===== config.mk =====
export PLATFORM = sky130hd
export DESIGN_NAME = capture_ctrl
export DESIGN_NICKNAME = d
export VERILOG_FILES = /design/src/rtl/capture_ctrl.sv
export SDC_FILE = /design/constraint.sdc
export NUM_CORES = 1
export LEC_CHECK = 0
export BUFFER_PORTS_ARGS = -buffer_cell sky130_fd_sc_hd__buf_4
export CORE_ASPECT_RATIO = 2
export CORE_MARGIN = 2
export CORE_UTILIZATION = 29
export CTS_CLUSTER_SIZE = 30
export DETAILED_ROUTE_END_ITERATION = 16
export PLACE_DENSITY = 0.54
export SETUP_SLACK_MARGIN = 0.5
export SLEW_MARGIN = 5
export SYNTH_ARGS = -nofsm -noshare
export SYNTH_HDL_FRONTEND = slang
export SYNTH_SLANG_ARGS = --single-unit

===== constraint.sdc =====
create_clock -name CLOCK -period 2.85 [get_ports CLOCK]
set_clock_uncertainty 0.2 [all_clocks]
set_input_delay 0.1425 -clock CLOCK [delete_from_list [all_inputs] [get_ports CLOCK]]
set_output_delay 0.1425 -clock CLOCK [all_outputs]
set_load 0.02 [all_outputs]

===== src/rtl/capture_ctrl.sv =====
// Oscilloscope sample-capture sequencer: writes ADC samples into a circular RAM,
// keeps PRETRIG history, triggers on a level crossing and freezes after POSTTRIG.
// Optional timeout trigger: define AUTO_TRIG_EN.
module capture_ctrl #(
  parameter int ADDR_W       = 15,
  parameter int DATA_W       = 12,
  parameter int PRETRIG      = 1024,
  parameter int POSTTRIG     = 8192,
  parameter int AUTO_TIMEOUT = 4096
) (
  input  logic              CLOCK,
  input  logic              RESET,
  input  logic [DATA_W-1:0] sample,
  input  logic              sample_valid,
  input  logic              arm,
  input  logic [DATA_W-1:0] trig_level,
  input  logic              trig_rising,
  output logic              wr_en,
  output logic [ADDR_W-1:0] wr_addr,
  output logic [DATA_W-1:0] wr_data,
  output logic [ADDR_W-1:0] trig_addr,
  output logic [ADDR_W-1:0] rd_base,
  output logic [2:0]        state,
  output logic              done,
  output logic              trig_forced
);

  typedef enum logic [2:0] {
    ST_IDLE = 3'd0,
    ST_PRE  = 3'd1,
    ST_WAIT = 3'd2,
    ST_POST = 3'd3,
    ST_DONE = 3'd4
  } state_e;

`ifdef AUTO_TRIG_EN
  localparam bit AUTO_EN = 1'b1;
`else
  localparam bit AUTO_EN = 1'b0;
`endif

  localparam int CNT_MAX0 = (PRETRIG > POSTTRIG) ? PRETRIG : POSTTRIG;
  localparam int CNT_MAX  = (CNT_MAX0 > AUTO_TIMEOUT) ? CNT_MAX0 : AUTO_TIMEOUT;
  localparam int CNT_W    = $clog2(CNT_MAX + 1);

  localparam logic [CNT_W-1:0]  PRE_LAST  = CNT_W'((PRETRIG  > 0) ? PRETRIG  - 1 : 0);
  localparam logic [CNT_W-1:0]  POST_LAST = CNT_W'((POSTTRIG > 0) ? POSTTRIG - 1 : 0);
  localparam logic [CNT_W-1:0]  TO_LAST   = CNT_W'((AUTO_TIMEOUT > 0) ? AUTO_TIMEOUT - 1 : 0);
  localparam logic [ADDR_W-1:0] PRE_MOD   = ADDR_W'(PRETRIG);

  state_e              state_q, state_d;
  logic [ADDR_W-1:0]   wptr_q, wptr_d;
  logic [CNT_W-1:0]    cnt_q, cnt_d;
  logic [DATA_W-1:0]   prev_q, prev_d;
  logic                prev_ok_q, prev_ok_d;
  logic                wr_en_q, wr_en_d;
  logic [ADDR_W-1:0]   wr_addr_q, wr_addr_d;
  logic [DATA_W-1:0]   wr_data_q, wr_data_d;
  logic [ADDR_W-1:0]   trig_addr_q, trig_addr_d;
  logic [ADDR_W-1:0]   rd_base_q, rd_base_d;
  logic                forced_q, forced_d;

  logic accept, level_hit, auto_fire, trig_hit;

  assign accept = sample_valid && !arm &&
                  (state_q == ST_PRE || state_q == ST_WAIT || state_q == ST_POST);

  assign level_hit = prev_ok_q && (trig_rising ?
                     (prev_q < trig_level && sample >= trig_level) :
                     (prev_q > trig_level && sample <= trig_level));

  // A natural crossing wins over the timeout, so trig_forced only flags true timeouts.
  assign auto_fire = AUTO_EN && (cnt_q == TO_LAST) && !level_hit;
  assign trig_hit  = accept && (state_q == ST_WAIT) && (level_hit || auto_fire);

  // NOTE: sequential state uses non-blocking assignments so every register samples pre-edge values.
  always_ff @(posedge CLOCK or posedge RESET) begin
    if (RESET) begin
      state_q     <= ST_IDLE;
      wptr_q      <= '0;
      cnt_q       <= '0;
      prev_q      <= '0;
      prev_ok_q   <= 1'b0;
      wr_en_q     <= 1'b0;
      wr_addr_q   <= '0;
      wr_data_q   <= '0;
      trig_addr_q <= '0;
      rd_base_q   <= '0;
      forced_q    <= 1'b0;
    end else begin
      state_q     <= state_d;
      wptr_q      <= wptr_d;
      cnt_q       <= cnt_d;
      prev_q      <= prev_d;
      prev_ok_q   <= prev_ok_d;
      wr_en_q     <= wr_en_d;
      wr_addr_q   <= wr_addr_d;
      wr_data_q   <= wr_data_d;
      trig_addr_q <= trig_addr_d;
      rd_base_q   <= rd_base_d;
      forced_q    <= forced_d;
    end
  end

  // NOTE: each always_comb assigns a default to every target first, so no latch is inferred.
  always_comb begin
    state_d = state_q;
    if (arm) begin
      state_d = (PRETRIG == 0) ? ST_WAIT : ST_PRE;
    end else if (accept) begin
      unique case (state_q)
        ST_PRE:  if (cnt_q == PRE_LAST) state_d = ST_WAIT;
        ST_WAIT: if (trig_hit) state_d = (POSTTRIG == 0) ? ST_DONE : ST_POST;
        ST_POST: if (cnt_q == POST_LAST) state_d = ST_DONE;
        default: state_d = state_q;
      endcase
    end
  end

  always_comb begin
    wptr_d      = wptr_q;
    cnt_d       = cnt_q;
    prev_d      = prev_q;
    prev_ok_d   = prev_ok_q;
    wr_en_d     = 1'b0;
    wr_addr_d   = wr_addr_q;
    wr_data_d   = wr_data_q;
    trig_addr_d = trig_addr_q;
    rd_base_d   = rd_base_q;
    forced_d    = forced_q;
    if (arm) begin
      wptr_d    = '0;
      cnt_d     = '0;
      prev_ok_d = 1'b0;
      forced_d  = 1'b0;
    end else if (accept) begin
      wr_en_d   = 1'b1;
      wr_addr_d = wptr_q;
      wr_data_d = sample;
      wptr_d    = wptr_q + 1'b1;
      prev_d    = sample;
      prev_ok_d = 1'b1;
      unique case (state_q)
        ST_PRE:  cnt_d = (cnt_q == PRE_LAST) ? '0 : cnt_q + 1'b1;
        ST_WAIT: begin
          if (trig_hit) begin
            trig_addr_d = wptr_q;
            rd_base_d   = wptr_q - PRE_MOD;
            cnt_d       = '0;
            forced_d    = auto_fire;
          end else if (AUTO_EN) begin
            cnt_d = cnt_q + 1'b1;
          end
        end
        ST_POST: cnt_d = cnt_q + 1'b1;
        default: cnt_d = cnt_q;
      endcase
    end
  end

  assign wr_en       = wr_en_q;
  assign wr_addr     = wr_addr_q;
  assign wr_data     = wr_data_q;
  assign trig_addr   = trig_addr_q;
  assign rd_base     = rd_base_q;
  assign state       = state_q;
  assign done        = (state_q == ST_DONE);
  assign trig_forced = forced_q;

endmodule


==> impl_metrics.json, run 1 <==
{
  "status": "completed",
  "fin_ws_ns": 0.232,
  "vias": 3487,
  "reg2reg_from": "wr_data[9]",
  "fp.dieW_um": 91.1,
  "die-height_um": 178,
  "seq_area_frac_synth_pct": 46.0,
  "wl_met2_mm": 6.62,
  "fin_crit_sh_pct": 91.8,
  "ir_drop_mv": 0.239,
  "yosysWarningCount": 0,
  "dieArea_um2": 16200,
  "power.density_nw_per_um2": 469,
  "netlist-cell-type-count": 49,
  "switchingPower_w": 0.000785,
  "cts_max_level": 3,
  "path_class": "reg -> reg",
  "power.share.clock_pct": 41.5,
  "cp.depth": 9,
  "clk_latency_ns": 0.34,
  "synth-compound-area-share_pct": 10.3,
  "slowest_delay_ns": 0.46,
  "detail-route-antenna-nets": 0,
  "postPlaceCellArea_um2": 5370,
  "cts_tree": "done",
  "crit_required_ns": 2.87,
  "synth.net_count": 458,
  "clk_pin_slew_ns": 0.07,
  "hold_class": "in -> reg",
  "track_usage_pct": 14.4,
  "synth-edff-count": 0,
  "ys_ff_latch": 81,
  "grt_pass1_vias": 3766,
  "synth-simple-area-share_pct": 13.2,
  "grt_pass1_wl_mm": 18.6,
  "rsz0062_at_grt": "yes",
  "fin_area_um2": 6180,
  "critPathLaunch": "wr_data[9]",
  "critPathArrivalTime_ns": 2.64,
  "gp_congestion": 0.802,
  "layout_common_cells": "113 x buf_4, 79 x dfrtp_1, 32 x nand2_1, 30 x nor2_1, 26 x mux2_2",
  "wl_mm": 11.5,
  "cts_num_sinks": 81,
  "swShare_pct": 27.1,
  "synth_xor_area_share_pct": 3.58,
  "grt_max_degree": 42,
  "wl_per_cell_um": 15.8,
  "synth_top_family_by_area": "multiplexers",
  "start_util_pct": 29.7,
  "pwr-share-comb_pct": 16.4,
  "routed.top_layer": "met4",
  "overflow": 0,
  "place_ws_ns": -0.130,
  "ys_async_sr_fraction_pct": 100,
  "layout-drive-gt1-share_pct": 42.2,
  "numCtsBuffers": 9,
  "clockBufferDepth": 2,
  "avgSynthCellArea_um2": 11.0,
  "hold_viol_final": 0,
  "worst_pin_slew_ns": 0.696,
  "num-nets-final": 583,
  "core_region_area_um2": 14800,
  "drv_slew": 0,
  "drt_pass1_iterations": 4,
  "setup_violations": 0,
  "max_freq_mhz": 382,
  "netlist_instances": 401,
  "slew-limit-headroom_pct": 53.1,
  "avgViaCountPerCell": 4.80,
  "synth_adder_area_share_pct": 7.96,
  "final_util_pct": 41.7,
  "crit_path_end_kind": "flip-flop",
  "first_iter_violations": 97,
  "antenna_cells": 0,
  "clockRootBuffer": "clkbuf_16",
  "critPathLaunchType": "flip-flop",
  "r2r_setup_slack_ns": 0.23,
  "reg2reg_depth": 9,
  "regToRegEndpoint": "rd_base[13]",
  "port_buffers": 90,
  "crit_chain": "ha_4, buf_6, nand4_1, nand2b_4, o31ai_4, or4_4, a21boi_4, buf_12, mux2_4",
  "period_needed_ns": 2.62,
  "io_pins": 92,
  "antenna_found_initial": 0,
  "cp_top_family": "simple AND/OR/NAND/NOR gates",
  "drc": 0,
  "cap_violations": 0,
  "pwr-share-seq_pct": 42.1,
  "wl_met1_mm": 4.24,
  "syn-cell-area_um2": 4400,
  "power.internal_w": 0.00211,
  "synth.area.mux_share_pct": 13.5,
  "crit_buf_inv": 2,
  "row_count": 63,
  "wl_met3_um": 318,
  "final_common_cell": "buf_4",
  "slowest_stage": "or4_4",
  "cellLeakagePower_nw": 3.03,
  "hpwl_mm": 7.95,
  "critPathCapture": "rd_base[13]",
  "syn_to_final_growth_pct": 40.3,
  "worstPathMaxFanout": 11,
  "synthFlopType": "dfrtp_1"
}
==> power groups by stage <==
stage	sequential [W]	clock, W	combinational (W)
2_1_floorplan	0.00127	0	0.000192
3_3_place_gp	0.00124	0	0.000405
3_5_place_dp	0.00124	0	0.000410
4_1_cts	0.00122	0.00124	0.000452
5_1_grt	0.00122	0.00128	0.000524
6_report	0.00122	0.00120	0.000475
==> flip-flops by register name, indices dropped and copies added (netlist names) <==
register / flops
prev_ok_q: 1
wr_en: 1
cnt_q: 14
rd_base: 5
wr_addr: 15
state: 3
wptr_q: 15
trig_addr: 15
wr_data: 12
==> Yosys cell counts, drive strengths merged (3+ instances only) <==
cell type / count / share of area, %
a211oi: 13 / 2.3
a21oi: 20 / 2.3
a31oi: 5 / 0.71
and2: 7 / 0.99
and3: 6 / 0.85
and4: 4 / 0.80
buf: 15 / 2.6
clkbuf: 10 / 0.85
dfrtp: 81 / 46
ha: 28 / 8.0
inv: 21 / 1.8
mux2: 45 / 13
nand2: 33 / 2.8
nand2b: 6 / 0.85
nand3: 5 / 0.57
nand4: 7 / 0.99
nor2: 30 / 2.6
nor2b: 5 / 0.71
nor3: 3 / 0.45
o21ai: 10 / 1.1
or3: 4 / 0.57
or4: 3 / 0.60
xnor2: 9 / 1.8
xor2: 9 / 1.8
==> kinds of logic after synthesis <==
kind of cell	count (synthesis)
AO/OA/AOI/OAI	64
XOR/XNOR	18
adder cells (fa/ha/maj)	28
buffers and inverters	46
flip-flops	81
multiplexers	47
other	1
AND/OR/NAND/NOR	116
==> how the worst min path moves through the flow <==
stage                          from         end  slack [ns]  cells after the start
after floorplan           sample[0]  wr_data[0]        0.06                      2
after global placement        RESET  wr_data[8]        0.13                      3
after detailed placement      RESET  wr_data[8]        0.14                      3
after CTS                       arm       wr_en        0.09                      3
after global routing            arm       wr_en         0.1                      3
final                           arm       wr_en        0.09                      3
==> stage by stage <==
stage               hold WS [ns]  instances  TNS, ns  total power, W
floorplan                 0.0593        401        0         0.00146
global placement           0.130        683    -1.23         0.00164
detailed placement         0.139        683    -1.93         0.00165
CTS                       0.0924        724        0         0.00291
global route              0.0954        726        0         0.00303
finish                    0.0907        726        0         0.00290
==> layout make-up <==
cell class,instances,area [um2]
Clock inverter,7,85.1
Inverter,21,82.6
Sequential cell,81,2030
Multi-Input combinational cell,275,2390
Timing Repair Buffer,138,1120
Clock buffer,9,225
Tap cell,195,244
Fill cell,1461,8640
==> metal layers <==
layer  up-vias  track usage (%)
met2        62             28.2
met5         -                0
met3        18             2.07
met4         0             7.13
met1      1750             14.6
li1       1657                -
==> tightest hold or removal path, cell delays in order <==
cell and delay (ns):
buf_4 0.12, nor3_4 0.06, buf_4 0.22
==> timing repair <==
item                                    4_1_cts  5_1_grt
buffers inserted                              9        2
endpoints found under the hold margin        94        0
hold buffers                                 14        0
pin swaps                                     4        2
endpoints found under the setup margin       36       38
gates resized for setup                      19       27
cloned                                        2        0
(Power assumes the default switching activity.)
==> inputs of run 2 (changes only) <==
- BUFFER_PORTS_ARGS: -buffer_cell sky130_fd_sc_hd__buf_4 -> -buffer_cell sky130_fd_sc_hd__buf_2
==> run 2 against run 1 <==
  * Maximum frequency is 0.12% higher
  * Sequential share of layout area up 1.4 points
  * First-iteration DRC count is 7.2% higher
  * Critical path depth unchanged
  * Non-clock buffer count is the same
  * Clock power shrank 7%
  * Largest cell class unchanged
  * Largest power group unchanged
==> impl_metrics.json, run 2 (synthesized netlist as in run 1, its figures left out) <==
{
  "final_common_cell": "buf_2",
  "fin_area_um2": 5930,
  "clk_pin_slew_ns": 0.06,
  "reg2reg_from": "wr_data[9]",
  "final_util_pct": 40.0,
  "fin_crit_sh_pct": 91.7,
  "layout-drive-gt1-share_pct": 42.4,
  "overflow": 0,
  "dieArea_um2": 16200,
  "path_class": "reg -> reg",
  "period_needed_ns": 2.61,
  "status": "completed",
  "start_util_pct": 29.7,
  "n_fill_cell": 1498,
  "hold_viol_final": 0,
  "cts_tree": "done",
  "cap_violations": 0,
  "fin_ws_ns": 0.236,
  "worstPathMaxFanout": 11,
  "syn_to_final_growth_pct": 34.7,
  "hold_class": "in -> reg",
  "drv_slew": 0,
  "worstHoldStart": "arm",
  "antenna_found_initial": 0,
  "ir_drop_mv": 0.281,
  "cellLeakagePower_nw": 2.99,
  "first_iter_violations": 104,
  "detail-route-antenna-nets": 0,
  "drc": 0,
  "cts_max_level": 3,
  "tns_ns": 0,
  "finalPower_w": 0.00278,
  "drt_pass1_iterations": 4,
  "slew-limit-headroom_pct": 51.1,
  "clk_latency_ns": 0.35,
  "layout_common_cells": "90 x buf_2, 79 x dfrtp_1, 32 x nand2_1, 30 x nor2_1, 26 x mux2_2",
  "antenna_cells": 0,
  "wl_mm": 11.2,
  "grt_max_degree": 53,
  "track_usage_pct": 13.9,
  "max_freq_mhz": 383,
  "clockRootBuffer": "clkbuf_16",
  "die-height_um": 178,
  "postPlaceCellArea_um2": 5130,
  "setup_violations": 0,
  "grt_pass1_wl_mm": 17.7,
  "critPathLaunch": "wr_data[9]",
  "cts_num_sinks": 81,
  "row_count": 63,
  "grt_pass1_vias": 3548,
  "port_buffers": 90,
  "wl_per_cell_um": 15.4,
  "hpwl_mm": 7.67,
  "critPathLaunchType": "flip-flop",
  "fp.dieW_um": 91.1,
  "worst_pin_slew_ns": 0.726,
  "place_ws_ns": -0.124,
  "numCtsBuffers": 9,
  "critPathArrivalTime_ns": 2.64,
  "crit_required_ns": 2.88,
  "power.density_nw_per_um2": 469,
  "vias": 3452,
  "rsz0062_at_grt": "yes",
  "avgViaCountPerCell": 4.75,
  "io_pins": 92,
  "gp_congestion": 0.800,
  "clockBufferDepth": 2,
  "num-nets-final": 583,
  "core_region_area_um2": 14800,
  "crit_path_end_kind": "flip-flop"
}
run 2: changes by cell type in the layout (fill, tap and decap cells not counted), moves of 2 or more:
cell / change
buf_4: -91
buf_2: +90
clkinv_2: +2
inv_8: -2
run 2: per-layer routing:
layer,GRT usage [%],wire length [um],up-vias
li1,-,-,1651
met1,14.3,4250,1730
met2,26.6,6370,60
met3,2.70,352,11
met4,6.63,235,0
met5,0,0,-
run 2: area by class of cell:
class / count / area [um2] / area share (%)
sequential: 81 / 2030 / 34.2
clock buffer: 10 / 239 / 4.03
clock inverter: 6 / 42.5 / 0.718
multi-input combinational: 275 / 2380 / 40.2
timing repair buffer: 138 / 908 / 15.3
tap: 195 / 244 / 4.12
inverter: 21 / 82.6 / 1.39
run 2: what timing repair did:
item                                    in CTS  in global routing
pin swaps                                    4                  4
buffers inserted                            10                  4
endpoints found under the setup margin      36                 38
endpoints found under the hold margin       42                  0
cloned                                       2                  0
resized for setup                           16                 30
hold buffers                                14                  0
run 2: worst paths after layout:
check                      slack [ns]  depth (start not counted)             to
min                              0.13                          3          wr_en
max in group asynchronous        1.50                          4       state[2]
min reg2reg                      0.30                          2      prev_ok_q
max reg2reg                      0.24                          9  trig_addr[14]
min in group asynchronous        0.24                          3    rd_base[14]
max                              0.24                          9  trig_addr[14]
run 2: power by group:
group	switching, W	total (W)	internal [W]
Clock	0.000494	0.00111	0.000615
Sequential	0.0000318	0.00122	0.00119
Combinational	0.000245	0.000452	0.000207
Total	0.000770	0.00278	0.00201
run 2: critical path, cell delays in order (launching register included):
cell      delay, ns
dfrtp_1        0.41
ha_4           0.29
buf_6          0.08
nand4_1        0.20
nand2b_4       0.15
o31ai_4        0.07
or4_4          0.46
a21boi_4       0.17
buf_12         0.15
mux2_1         0.31
run 2: through the flow:
step,std cells,hold slack (ns)
floorplan,401,0.0593
global placement,680,0.0688
detailed placement,680,0.0734
CTS,722,0.112
global route,726,0.150
finish,726,0.130
